`src/rtl/partition_output_arbiter.sv`:
```
// Round-robin arbiter sharing one partition-writer port among NUM_IN tuple streams,
// with bounded bursts and end-of-input tracking. Optional per-stream beat counters: ARB_BEAT_COUNT_EN.
module partition_output_arbiter #(
  parameter int NUM_IN     = 4,
  parameter int INPUT_SIZE = 64,
  parameter int MAX_BURST  = 8
) (
  input  logic                            clk,
  input  logic                            resetn,
  input  logic [NUM_IN-1:0]               in_valid,
  input  logic [NUM_IN*INPUT_SIZE-1:0]    in_data,
  input  logic [NUM_IN*32-1:0]            in_tag,
  input  logic [NUM_IN-1:0]               in_last,
  output logic [NUM_IN-1:0]               in_ready,
  input  logic                            out_ready,
  output logic                            out_valid,
  output logic [INPUT_SIZE-1:0]           out_data,
  output logic [31:0]                     out_tag,
  output logic [$clog2(NUM_IN)-1:0]       out_src,
  output logic                            out_burst_end,
  output logic                            all_done,
`ifdef ARB_BEAT_COUNT_EN
  output logic [NUM_IN*32-1:0]            beat_count,
`endif
  output logic [1:0]                      dbg_state,
  output logic [$clog2(MAX_BURST+1)-1:0]  dbg_burst_cnt
);

  localparam int IDX_W = $clog2(NUM_IN);
  localparam int SUM_W = IDX_W + 1;
  localparam int CNT_W = $clog2(MAX_BURST + 1);

  typedef enum logic [1:0] {
    S_IDLE  = 2'd0,
    S_GRANT = 2'd1,
    S_DONE  = 2'd2
  } state_t;

  state_t                  state_q, state_d;
  logic [IDX_W-1:0]        owner_q, owner_d;
  logic [IDX_W-1:0]        rr_ptr_q, rr_ptr_d;
  logic [CNT_W-1:0]        burst_cnt_q, burst_cnt_d;
  logic [NUM_IN-1:0]       finished_q, finished_d;
  logic                    out_valid_q, out_valid_d;
  logic [INPUT_SIZE-1:0]   out_data_q, out_data_d;
  logic [31:0]             out_tag_q, out_tag_d;
  logic [IDX_W-1:0]        out_src_q, out_src_d;
  logic                    out_burst_end_q, out_burst_end_d;

  logic                    load_en;
  logic                    accept;
  logic                    own_valid;
  logic                    own_last;
  logic [INPUT_SIZE-1:0]   own_data;
  logic [31:0]             own_tag;
  logic [CNT_W-1:0]        cnt_inc;
  logic                    burst_end;
  logic [IDX_W-1:0]        rr_next;
  logic                    found;
  logic [IDX_W-1:0]        pick;
  logic [SUM_W-1:0]        cand;

  // Handshake: a beat moves when valid and ready are both high at a rising edge; ready
  // never depends on valid, and a producer holds valid/data stable until it is accepted.
  always_comb begin
    own_valid = 1'b0;
    own_last  = 1'b0;
    own_data  = '0;
    own_tag   = '0;
    for (int i = 0; i < NUM_IN; i++) begin
      if (owner_q == IDX_W'(i)) begin
        own_valid = in_valid[i];
        own_last  = in_last[i];
        own_data  = in_data[i*INPUT_SIZE +: INPUT_SIZE];
        own_tag   = in_tag[i*32 +: 32];
      end
    end
  end

  always_comb begin
    found = 1'b0;
    pick  = '0;
    cand  = '0;
    for (int k = 0; k < NUM_IN; k++) begin
      cand = {1'b0, rr_ptr_q} + SUM_W'(k);
      if (cand >= SUM_W'(NUM_IN)) cand = cand - SUM_W'(NUM_IN);
      if (!found && in_valid[cand[IDX_W-1:0]] && !finished_q[cand[IDX_W-1:0]]) begin
        found = 1'b1;
        pick  = cand[IDX_W-1:0];
      end
    end
  end

  always_comb begin
    load_en   = ~out_valid_q | out_ready;
    accept    = (state_q == S_GRANT) & load_en & own_valid;
    cnt_inc   = burst_cnt_q + 1'b1;
    burst_end = (cnt_inc == CNT_W'(MAX_BURST)) | own_last;
    rr_next   = (owner_q == IDX_W'(NUM_IN - 1)) ? '0 : owner_q + 1'b1;
    in_ready  = '0;
    if (state_q == S_GRANT && load_en) begin
      for (int i = 0; i < NUM_IN; i++) begin
        if (owner_q == IDX_W'(i)) in_ready[i] = 1'b1;
      end
    end
  end

  always_comb begin
    state_d     = state_q;
    owner_d     = owner_q;
    rr_ptr_d    = rr_ptr_q;
    burst_cnt_d = burst_cnt_q;
    finished_d  = finished_q;
    case (state_q)
      S_IDLE: begin
        if (&finished_q && !out_valid_q) begin
          state_d = S_DONE;
        end else if (found) begin
          owner_d     = pick;
          burst_cnt_d = '0;
          state_d     = S_GRANT;
        end
      end
      S_GRANT: begin
        // A stalled output freezes the grant; an empty owner only releases when we could load.
        if (load_en) begin
          if (!own_valid) begin
            state_d  = S_IDLE;
            rr_ptr_d = rr_next;
          end else begin
            burst_cnt_d = cnt_inc;
            for (int i = 0; i < NUM_IN; i++) begin
              if (owner_q == IDX_W'(i) && own_last) finished_d[i] = 1'b1;
            end
            if (burst_end) begin
              state_d  = S_IDLE;
              rr_ptr_d = rr_next;
            end
          end
        end
      end
      S_DONE:  state_d = S_DONE;
      default: state_d = S_IDLE;
    endcase
  end

  always_comb begin
    out_valid_d     = out_valid_q;
    out_data_d      = out_data_q;
    out_tag_d       = out_tag_q;
    out_src_d       = out_src_q;
    out_burst_end_d = out_burst_end_q;
    if (load_en) begin
      out_valid_d     = accept;
      out_burst_end_d = accept & burst_end;
      if (accept) begin
        out_data_d = own_data;
        out_tag_d  = own_tag;
        out_src_d  = owner_q;
      end
    end
  end

  always_ff @(posedge clk) begin
    if (!resetn) begin
      state_q         <= S_IDLE;
      owner_q         <= '0;
      rr_ptr_q        <= '0;
      burst_cnt_q     <= '0;
      finished_q      <= '0;
      out_valid_q     <= 1'b0;
      out_data_q      <= '0;
      out_tag_q       <= '0;
      out_src_q       <= '0;
      out_burst_end_q <= 1'b0;
    end else begin
      state_q         <= state_d;
      owner_q         <= owner_d;
      rr_ptr_q        <= rr_ptr_d;
      burst_cnt_q     <= burst_cnt_d;
      finished_q      <= finished_d;
      out_valid_q     <= out_valid_d;
      out_data_q      <= out_data_d;
      out_tag_q       <= out_tag_d;
      out_src_q       <= out_src_d;
      out_burst_end_q <= out_burst_end_d;
    end
  end

`ifdef ARB_BEAT_COUNT_EN
  logic [31:0] beat_cnt_q [NUM_IN];

  always_ff @(posedge clk) begin
    for (int i = 0; i < NUM_IN; i++) begin
      if (!resetn) begin
        beat_cnt_q[i] <= '0;
      end else if (accept && owner_q == IDX_W'(i)) begin
        beat_cnt_q[i] <= beat_cnt_q[i] + 32'd1;
      end
    end
  end

  always_comb begin
    beat_count = '0;
    for (int i = 0; i < NUM_IN; i++) beat_count[i*32 +: 32] = beat_cnt_q[i];
  end
`endif

  assign out_valid     = out_valid_q;
  assign out_data      = out_data_q;
  assign out_tag       = out_tag_q;
  assign out_src       = out_src_q;
  assign out_burst_end = out_burst_end_q;
  assign all_done      = (state_q == S_DONE);
  assign dbg_state     = state_q;
  assign dbg_burst_cnt = burst_cnt_q;

endmodule

```
`config.mk`:
```
export PLATFORM = sky130hd
export DESIGN_NAME = partition_output_arbiter
export DESIGN_NICKNAME = d
export VERILOG_FILES = /design/src/rtl/partition_output_arbiter.sv
export SDC_FILE = /design/constraint.sdc
export NUM_CORES = 1
export LEC_CHECK = 0
export CORE_AREA = 4 4 193 195
export DETAILED_ROUTE_END_ITERATION = 12
export DIE_AREA = 0 0 197 199
export HOLD_SLACK_MARGIN = 0.1
export PLACE_DENSITY = 0.48
export SLEW_MARGIN = 20
export SYNTH_ARGS = -nofsm -noshare
export SYNTH_HDL_FRONTEND = slang
export SYNTH_SLANG_ARGS = --single-unit
```
`constraint.sdc`:
```
create_clock -name clk -period 6 [get_ports clk]
set_input_delay 1.5 -clock clk [delete_from_list [all_inputs] [get_ports clk]]
set_output_delay 1.5 -clock clk [all_outputs]
set_load 0.1 [all_outputs]
```
==> results.txt, run 1 <==
----------------------------------------------------
[Placement]
  Post-DP Area ... 0.0121 mm^2
  IO buf count ... 505
  Final GP Congestion ... 0.791
  Detailed placement HPWL ... 27.1 mm

[Finish]
  Footprint of the multi-input gates ... 0.00410 mm^2
  Fraction of layout instances using a drive strength above 1 ... 0.0409
  Storage element area ... 0.00228 mm^2
  Filler cell count ... 3,768
  Post-Layout Inst Area ... 0.0128 mm^2
  Final net count ... 1,732
  Layout overhead on the synthesized area ... 88.4%

[Drt]
  Post-route antenna net violation count ... 0
  Number of vias in the routed layout ... 8,478
  Wire length after detailed routing ... 36.0 mm
  Router iterations before antenna repair ... 5
  DRC violation count after routing ... 0
  Number of DRC markers in iteration 0 ... 352
  Per-cell via count in the routed design ... 4.69
  Wire length per cell ... 19.9 um

[Setup path]
  Worst reg-to-reg setup slack ... 2770 ps
  Worst-case reg-to-reg path depth ... 7
  Critical path data arrival time ... 2650 ps
  Top fanout value on the critical path ... 5
  Startpoint type of the worst setup path ... primary input
  Crit path launch ... out_ready
  Cell breakdown of the critical path ... clkdlybuf4s50_1 -> nand2b_1 -> and3_1 -> buf_4
  Crit path capture type ... primary output
  Peak per-stage delay on the critical path ... 470 ps
  Type of the worst setup path ... primary input to primary output
  RR Startpoint ... owner_q[0]$_SDFFE_PN0P_
  Slowest stage cell on the critical path ... sky130_fd_sc_hd__clkdlybuf4s50_1
  Endpoint of the lowest-slack register-to-register path ... out_tag[23]$_SDFFE_PN0P_
  Top Family by Delay on Critical Path ... buffers and inverters
  Crit path buf inv count ... 2
  Req. time, crit path ... 4500 ps

[Power and ir drop]
  Leakage component of the power ... 4.50 nW
  Largest vdd supply drop ... 0.000171 V
  Power Dens Cells ... 362 mW/mm^2

[GRT]
  Via count of the first global-routing pass ... 8,380
  Maximum number of pins on one net before global-route repair ... 101
  First-pass GRT wire length ... 51.2 mm
  Total track usage ... 0.169
  Initial antenna violation count ... 3
  Aggregate global routing overflow ... 0

[Clock network]
  Hold buffer count at CTS ... 0
  Worst-path clk slew ... 50 ps
  Post_cts resized ... 0
  Total clock buffers created by CTS ... 17
  Maximum root-to-sink buffer count ... 2
  Clock latency at the later pin of the worst-skew pair ... 410 ps
  Htree depth ... 4
  TritonCTS Sinks ... 114
  Buffer count from post-CTS setup fixing ... 0
  Root Driver ... sky130_fd_sc_hd__clkbuf_16
  CTS tree ... done

[Logic synthesis]
  Post-Synthesis Cells ... 898
  Synth async-reset ratio ... 0
  Count of synthesis-stage warnings from yosys ... 0
  Share of synthesized area occupied by flip-flops and latches ... 0.337
  Post-synthesis register bit count ... 114
  Distinct cells, synth ... 41
  Synthesized netlist net count ... 1,299
  Ys flop type ... sky130_fd_sc_hd__dfxtp_1
  Syn Std Cell Area ... 0.00677 mm^2
  Post-synth EDFFs ... 0
  Post-synthesis average cell area ... 7.54 um^2

[Job]
  Max-cap violations ... 0

[Timing]
  Final count of negative-setup-slack endpoints ... 0
  Final number of hold-violating endpoints ... 0
  Worst setup skew after layout ... 11.7 ps
  Post-layout min period ... 4150 ps
  Final max-slew violation count ... 0
  Sum Neg Setup Slack ... 0 ps
  Tightest slew margin relative to the limit ... 0.250
  Worst hold slack across all endpoints ... 453 ps
  Slew of the pin with the lowest slew margin ... 1120 ps
  RSZ-0062 raised after global routing ... no
  Highest Clock Rate ... 241 MHz
  Share of the cycle needed by the critical path after routing ... 0.692

[Min path]
  Launch instance of the worst min-delay path ... out_src[1]$_SDFFE_PN0P_
  Number of stages on the worst hold path ... 2
  Worst hold endpoint ... out_src[1]$_SDFFE_PN0P_
  Path class of the lowest-slack min-delay path ... flop to flop

[Floorplan]
  Initial Util ... 0.191
  Row cnt ... 69
  Width of the chip ... 197 um
  Die H ... 199 um
  Placeable core region ... 0.0354 mm^2
  Floorplan die area ... 0.0392 mm^2
  # IOs ... 506

[Run status]
  Outcome ... complete, no violations

----------------------------------------------------
-- power by group --
group / internal [mW] / switching, mW
clock: 0.730 / 0.389
combinational: 0.794 / 1.72
sequential: 0.898 / 0.0786
-- tightest hold or removal path: stages (launching register included) --
cell and delay (ps):
sky130_fd_sc_hd__dfxtp_1 300, sky130_fd_sc_hd__nand2_1 50, sky130_fd_sc_hd__a21oi_1 50
-- cell families after synthesis --
family | count (synthesis) | synth area share
compound gates | 418 | 0.373
simple gates | 250 | 0.207
flops | 114 | 0.337
buf+inv | 105 | 0.0652
fa+ha+maj | 6 | 0.0111
mux | 4 | 0.00591
xor+xnor | 1 | 0.00129
-- cell usage after synthesis (all sizes together), types with 2 or more instances --
master,instances,area share
nor3,98,0.072
nand3,3,0.0022
dfxtp,114,0.34
a221oi,97,0.13
nor3b,2,0.0030
nor2b,102,0.094
a21boi,2,0.0022
nand2b,6,0.0055
clkbuf,69,0.038
inv,5,0.0028
buf,31,0.024
mux2i,4,0.0059
and3,5,0.0046
and2,2,0.0018
nand3b,4,0.0044
nor2,9,0.0050
ha,6,0.011
o21ai,100,0.074
a21oi,202,0.15
nand2,15,0.0083
a31oi,5,0.0046
a211oi,6,0.010
-- layout by cell type, fill, tap and decap left out, types with 3 or more instances in the layout --
master / netlist / routed
sky130_fd_sc_hd__a211oi_1: 3 / 3
sky130_fd_sc_hd__a21oi_1: 202 / 202
sky130_fd_sc_hd__a221oi_1: 97 / 97
sky130_fd_sc_hd__a31oi_1: 5 / 5
sky130_fd_sc_hd__and3_1: 5 / 5
sky130_fd_sc_hd__buf_4: 1 / 12
sky130_fd_sc_hd__bufinv_16: 0 / 4
sky130_fd_sc_hd__clkbuf_16: 0 / 17
sky130_fd_sc_hd__clkbuf_8: 0 / 3
sky130_fd_sc_hd__clkdlybuf4s50_1: 0 / 500
sky130_fd_sc_hd__clkinvlp_4: 0 / 3
sky130_fd_sc_hd__dfxtp_1: 114 / 114
sky130_fd_sc_hd__ha_1: 6 / 3
sky130_fd_sc_hd__ha_4: 0 / 3
sky130_fd_sc_hd__inv_1: 5 / 5
sky130_fd_sc_hd__mux2i_1: 4 / 4
sky130_fd_sc_hd__nand2_1: 15 / 15
sky130_fd_sc_hd__nand2b_1: 6 / 6
sky130_fd_sc_hd__nand3_1: 3 / 3
sky130_fd_sc_hd__nand3b_1: 4 / 4
sky130_fd_sc_hd__nor2_1: 9 / 9
sky130_fd_sc_hd__nor2b_1: 102 / 101
sky130_fd_sc_hd__nor3_1: 98 / 98
sky130_fd_sc_hd__o21ai_0: 100 / 100
-- final cells by class --
type                    instances  share of cell area
clock buffers                  20              0.0366
multi-input cells             679               0.321
diodes                          2            0.000392
inverters                       5             0.00147
clock inverters                12              0.0140
well taps                     461              0.0452
repair buffers                514               0.402
flip-flops and latches        114               0.179
-- sequential cells by signal, summed over array words and instances (netlist names) --
name and cells:
dbg_burst_cnt 4, out_src 2, rr_ptr_q 2, out_burst_end 1
dbg_state 2, owner_q 2, finished_q 4, out_data 64
out_valid 1, out_tag 32
-- routing by layer --
metal,up-vias,share of wire,track usage
li1,4260,-,-
met1,3872,0.39,0.192
met2,312,0.51,0.302
met3,32,0.074,0.0583
met4,2,0.022,0.0462
met5,-,0.00036,0
-- through the flow --
step,util,std cells,worst slack [ps],power (mW)
2_1_floorplan,-,898,2060,2.71
5_1_grt,0.360,1806,1800,4.86
3_5_place_dp,0.342,1773,1870,3.53
6_report,0.360,1807,1850,4.61
4_1_cts,0.360,1805,1860,4.69
3_3_place_gp,0.342,1773,1900,3.54
-- how the worst max path moves through the flow --
stage / to / depth (start not counted)
floorplan: in_ready[0] / 2
global placement: in_ready[1] / 4
detailed placement: in_ready[0] / 4
CTS: in_ready[0] / 4
global route: in_ready[0] / 4
finish: in_ready[0] / 4
(Power assumes the default switching activity.)
==> run 2, diff against run 1 <==
--- a/config.mk
+++ b/config.mk
@@ -9,7 +9,7 @@
 export DETAILED_ROUTE_END_ITERATION = 12
 export DIE_AREA = 0 0 197 199
 export HOLD_SLACK_MARGIN = 0.1
-export PLACE_DENSITY = 0.48
+export PLACE_DENSITY = 0.5
 export SLEW_MARGIN = 20
 export SYNTH_ARGS = -nofsm -noshare
 export SYNTH_HDL_FRONTEND = slang
==> constraint.sdc (replaced) <==
create_clock -name clk -period 3.65 [get_ports clk]
set_input_delay 0.9125 -clock clk [delete_from_list [all_inputs] [get_ports clk]]
set_output_delay 0.9125 -clock clk [all_outputs]
set_load 0.1 [all_outputs]
==> results.txt, run 2 (synthesis gave the netlist of run 1 again) <==
----------------------------------------------------
[Setup path]
  Cell breakdown of the critical path ... clkdlybuf4s50_1 -> nand2b_1 -> and3_1 -> buf_12
  Crit path buf inv count ... 2
  Slowest stage cell on the critical path ... sky130_fd_sc_hd__clkdlybuf4s50_1
  Critical path data arrival time ... 2090 ps
  RR Startpoint ... owner_q[0]$_SDFFE_PN0P_
  Crit path capture type ... primary output
  Peak per-stage delay on the critical path ... 470 ps
  Worst-case reg-to-reg path depth ... 8
  Type of the worst setup path ... primary input to primary output
  Instance count on the critical path ... 4
  Top fanout value on the critical path ... 5
  Crit path launch ... out_ready
  Top Family by Delay on Critical Path ... buffers and inverters
  Req. time, crit path ... 2740 ps
  Startpoint type of the worst setup path ... primary input

[Floorplan]
  Die H ... 199 um
  Placeable core region ... 0.0354 mm^2
  # IOs ... 506
  Row cnt ... 69
  Floorplan die area ... 0.0392 mm^2
  Initial Util ... 0.191
  Width of the chip ... 197 um

[Run status]
  Outcome ... complete, no violations

[Drt]
  Post-route antenna net violation count ... 0
  Number of vias in the routed layout ... 8,552
  Router iterations before antenna repair ... 5
  DRC violation count after routing ... 0
  Number of DRC markers in iteration 0 ... 333
  Per-cell via count in the routed design ... 4.72
  Wire length after detailed routing ... 35.5 mm
  Wire length per cell ... 19.6 um

[Min path]
  Launch instance of the worst min-delay path ... out_src[0]$_SDFFE_PN0P_
  Number of stages on the worst hold path ... 2
  Path class of the lowest-slack min-delay path ... flop to flop

[Power and ir drop]
  Combinational cell fraction of total power ... 0.547
  Power Dens Cells ... 597 mW/mm^2
  Largest vdd supply drop ... 0.000301 V
  Cell internal pwr ... 3.94 mW
  Relative contribution of sequential cells to total power ... 0.213
  Proportion of total power due to net switching ... 0.478
  Post-layout power ... 7.55 mW
  Net switching power ... 3.61 mW
  Leakage component of the power ... 4.74 nW
  Clock group share of total power ... 0.239

[Timing]
  Final count of negative-setup-slack endpoints ... 0
  Highest Clock Rate ... 333 MHz
  Tightest slew margin relative to the limit ... 0.331
  Share of the cycle needed by the critical path after routing ... 0.823
  Worst hold slack across all endpoints ... 464 ps
  Final max-slew violation count ... 0
  Sum Neg Setup Slack ... 0 ps
  Slew of the pin with the lowest slew margin ... 1000 ps
  Worst setup skew after layout ... 12.9 ps
  RSZ-0062 raised after global routing ... no
  Post-layout min period ... 3000 ps
  Final number of hold-violating endpoints ... 0

[Clock network]
  Htree depth ... 4
  Post_cts resized ... 0
  Total clock buffers created by CTS ... 17
  Hold buffer count at CTS ... 0
  Maximum root-to-sink buffer count ... 2
  Root Driver ... sky130_fd_sc_hd__clkbuf_16
  Worst-path clk slew ... 50 ps
  TritonCTS Sinks ... 114
  CTS tree ... done
  Clock latency at the later pin of the worst-skew pair ... 410 ps
  Buffer count from post-CTS setup fixing ... 0

[GRT]
  Aggregate global routing overflow ... 0
  Initial antenna violation count ... 0
  First-pass GRT wire length ... 51.4 mm
  Via count of the first global-routing pass ... 8,805
  Maximum number of pins on one net before global-route repair ... 106
  Total track usage ... 0.168

[Finish]
  Layout overhead on the synthesized area ... 86.6%
  Fraction of layout instances using a drive strength above 1 ... 0.120
  Ant diodes ... 0
  Leading cell type in the layout, fill and taps excluded ... sky130_fd_sc_hd__clkdlybuf4s50_1
  Filler cell count ... 3,759
  Final net count ... 1,741
  Commonest cells after routing, fill and taps aside ... 400 x sky130_fd_sc_hd__clkdlybuf4s50_1, 202 x sky130_fd_sc_hd__a21oi_1, 114 x sky130_fd_sc_hd__dfxtp_1, 114 x sky130_fd_sc_hd__buf_4, 101 x sky130_fd_sc_hd__nor2b_1
  Number of flip-flops in the largest register ... 64

[Job]
  Max-cap violations ... 0

[Placement]
  IO buf count ... 505
  Detailed placement HPWL ... 27.2 mm
  Final GP Congestion ... 0.835

----------------------------------------------------
run 2: changes by cell type in the layout (fill, tap and decap cells not counted):
cell and change:
sky130_fd_sc_hd__buf_12 +7, sky130_fd_sc_hd__buf_4 +102, sky130_fd_sc_hd__clkdlybuf4s50_1 -100, sky130_fd_sc_hd__clkinv_2 +1, sky130_fd_sc_hd__clkinv_4 -2, sky130_fd_sc_hd__diode_2 -2, sky130_fd_sc_hd__inv_6 -1
run 2: tightest hold or removal path, cell delays in order, from the launching register on:
cell and delay [ps]:
sky130_fd_sc_hd__dfxtp_1 310, sky130_fd_sc_hd__nand2_1 50, sky130_fd_sc_hd__a21oi_1 50
run 2: worst paths after layout:
| kind | to | slack [ps] |
|---|---|---|
| worst max register to register | out_tag[27]$_SDFFE_PN0P_ | 980 |
| worst min register to register | out_src[0]$_SDFFE_PN0P_ | 460 |
| worst min-delay path | out_src[0]$_SDFFE_PN0P_ | 460 |
| worst max-delay path | in_ready[3] | 650 |
run 2: power by group through the flow:
stage,combinational (mW),clock (mW),sequential (mW)
after global placement,4.16,0,1.63
after global routing,4.39,1.92,1.64
after CTS,4.18,1.87,1.61
after detailed placement,4.17,0,1.63
final,4.13,1.81,1.61
after floorplan,1.28,0,3.18
run 2: cell type report:
cell class | count | area (um^2) | area share
Sequential cell | 114 | 2280 | 0.181
Multi-Input combinational cell | 679 | 4100 | 0.324
Timing Repair Buffer | 523 | 5040 | 0.399
Inverter | 5 | 18.8 | 0.00149
Tap cell | 461 | 577 | 0.0456
Clock inverter | 10 | 158 | 0.0125
Clock buffer | 20 | 467 | 0.0369
run 2: per-layer routing:
| layer | vias to the layer above | share of wire | GRT usage |
|---|---|---|---|
| met4 | 0 | 0.022 | 0.0431 |
| met3 | 41 | 0.070 | 0.0500 |
| met1 | 3889 | 0.40 | 0.195 |
| met2 | 340 | 0.50 | 0.305 |
| met5 | - | 0 | 0 |
| li1 | 4282 | - | - |
run 2: metrics by stage:
stage	cells	utilization	setup WS [ps]	cell area, um^2
2_1_floorplan	898	-	310	6770
3_3_place_gp	1782	0.339	653	12000
3_5_place_dp	1782	0.339	579	12000
4_1_cts	1812	0.357	676	12600
5_1_grt	1812	0.357	612	12600
6_report	1812	0.357	646	12600
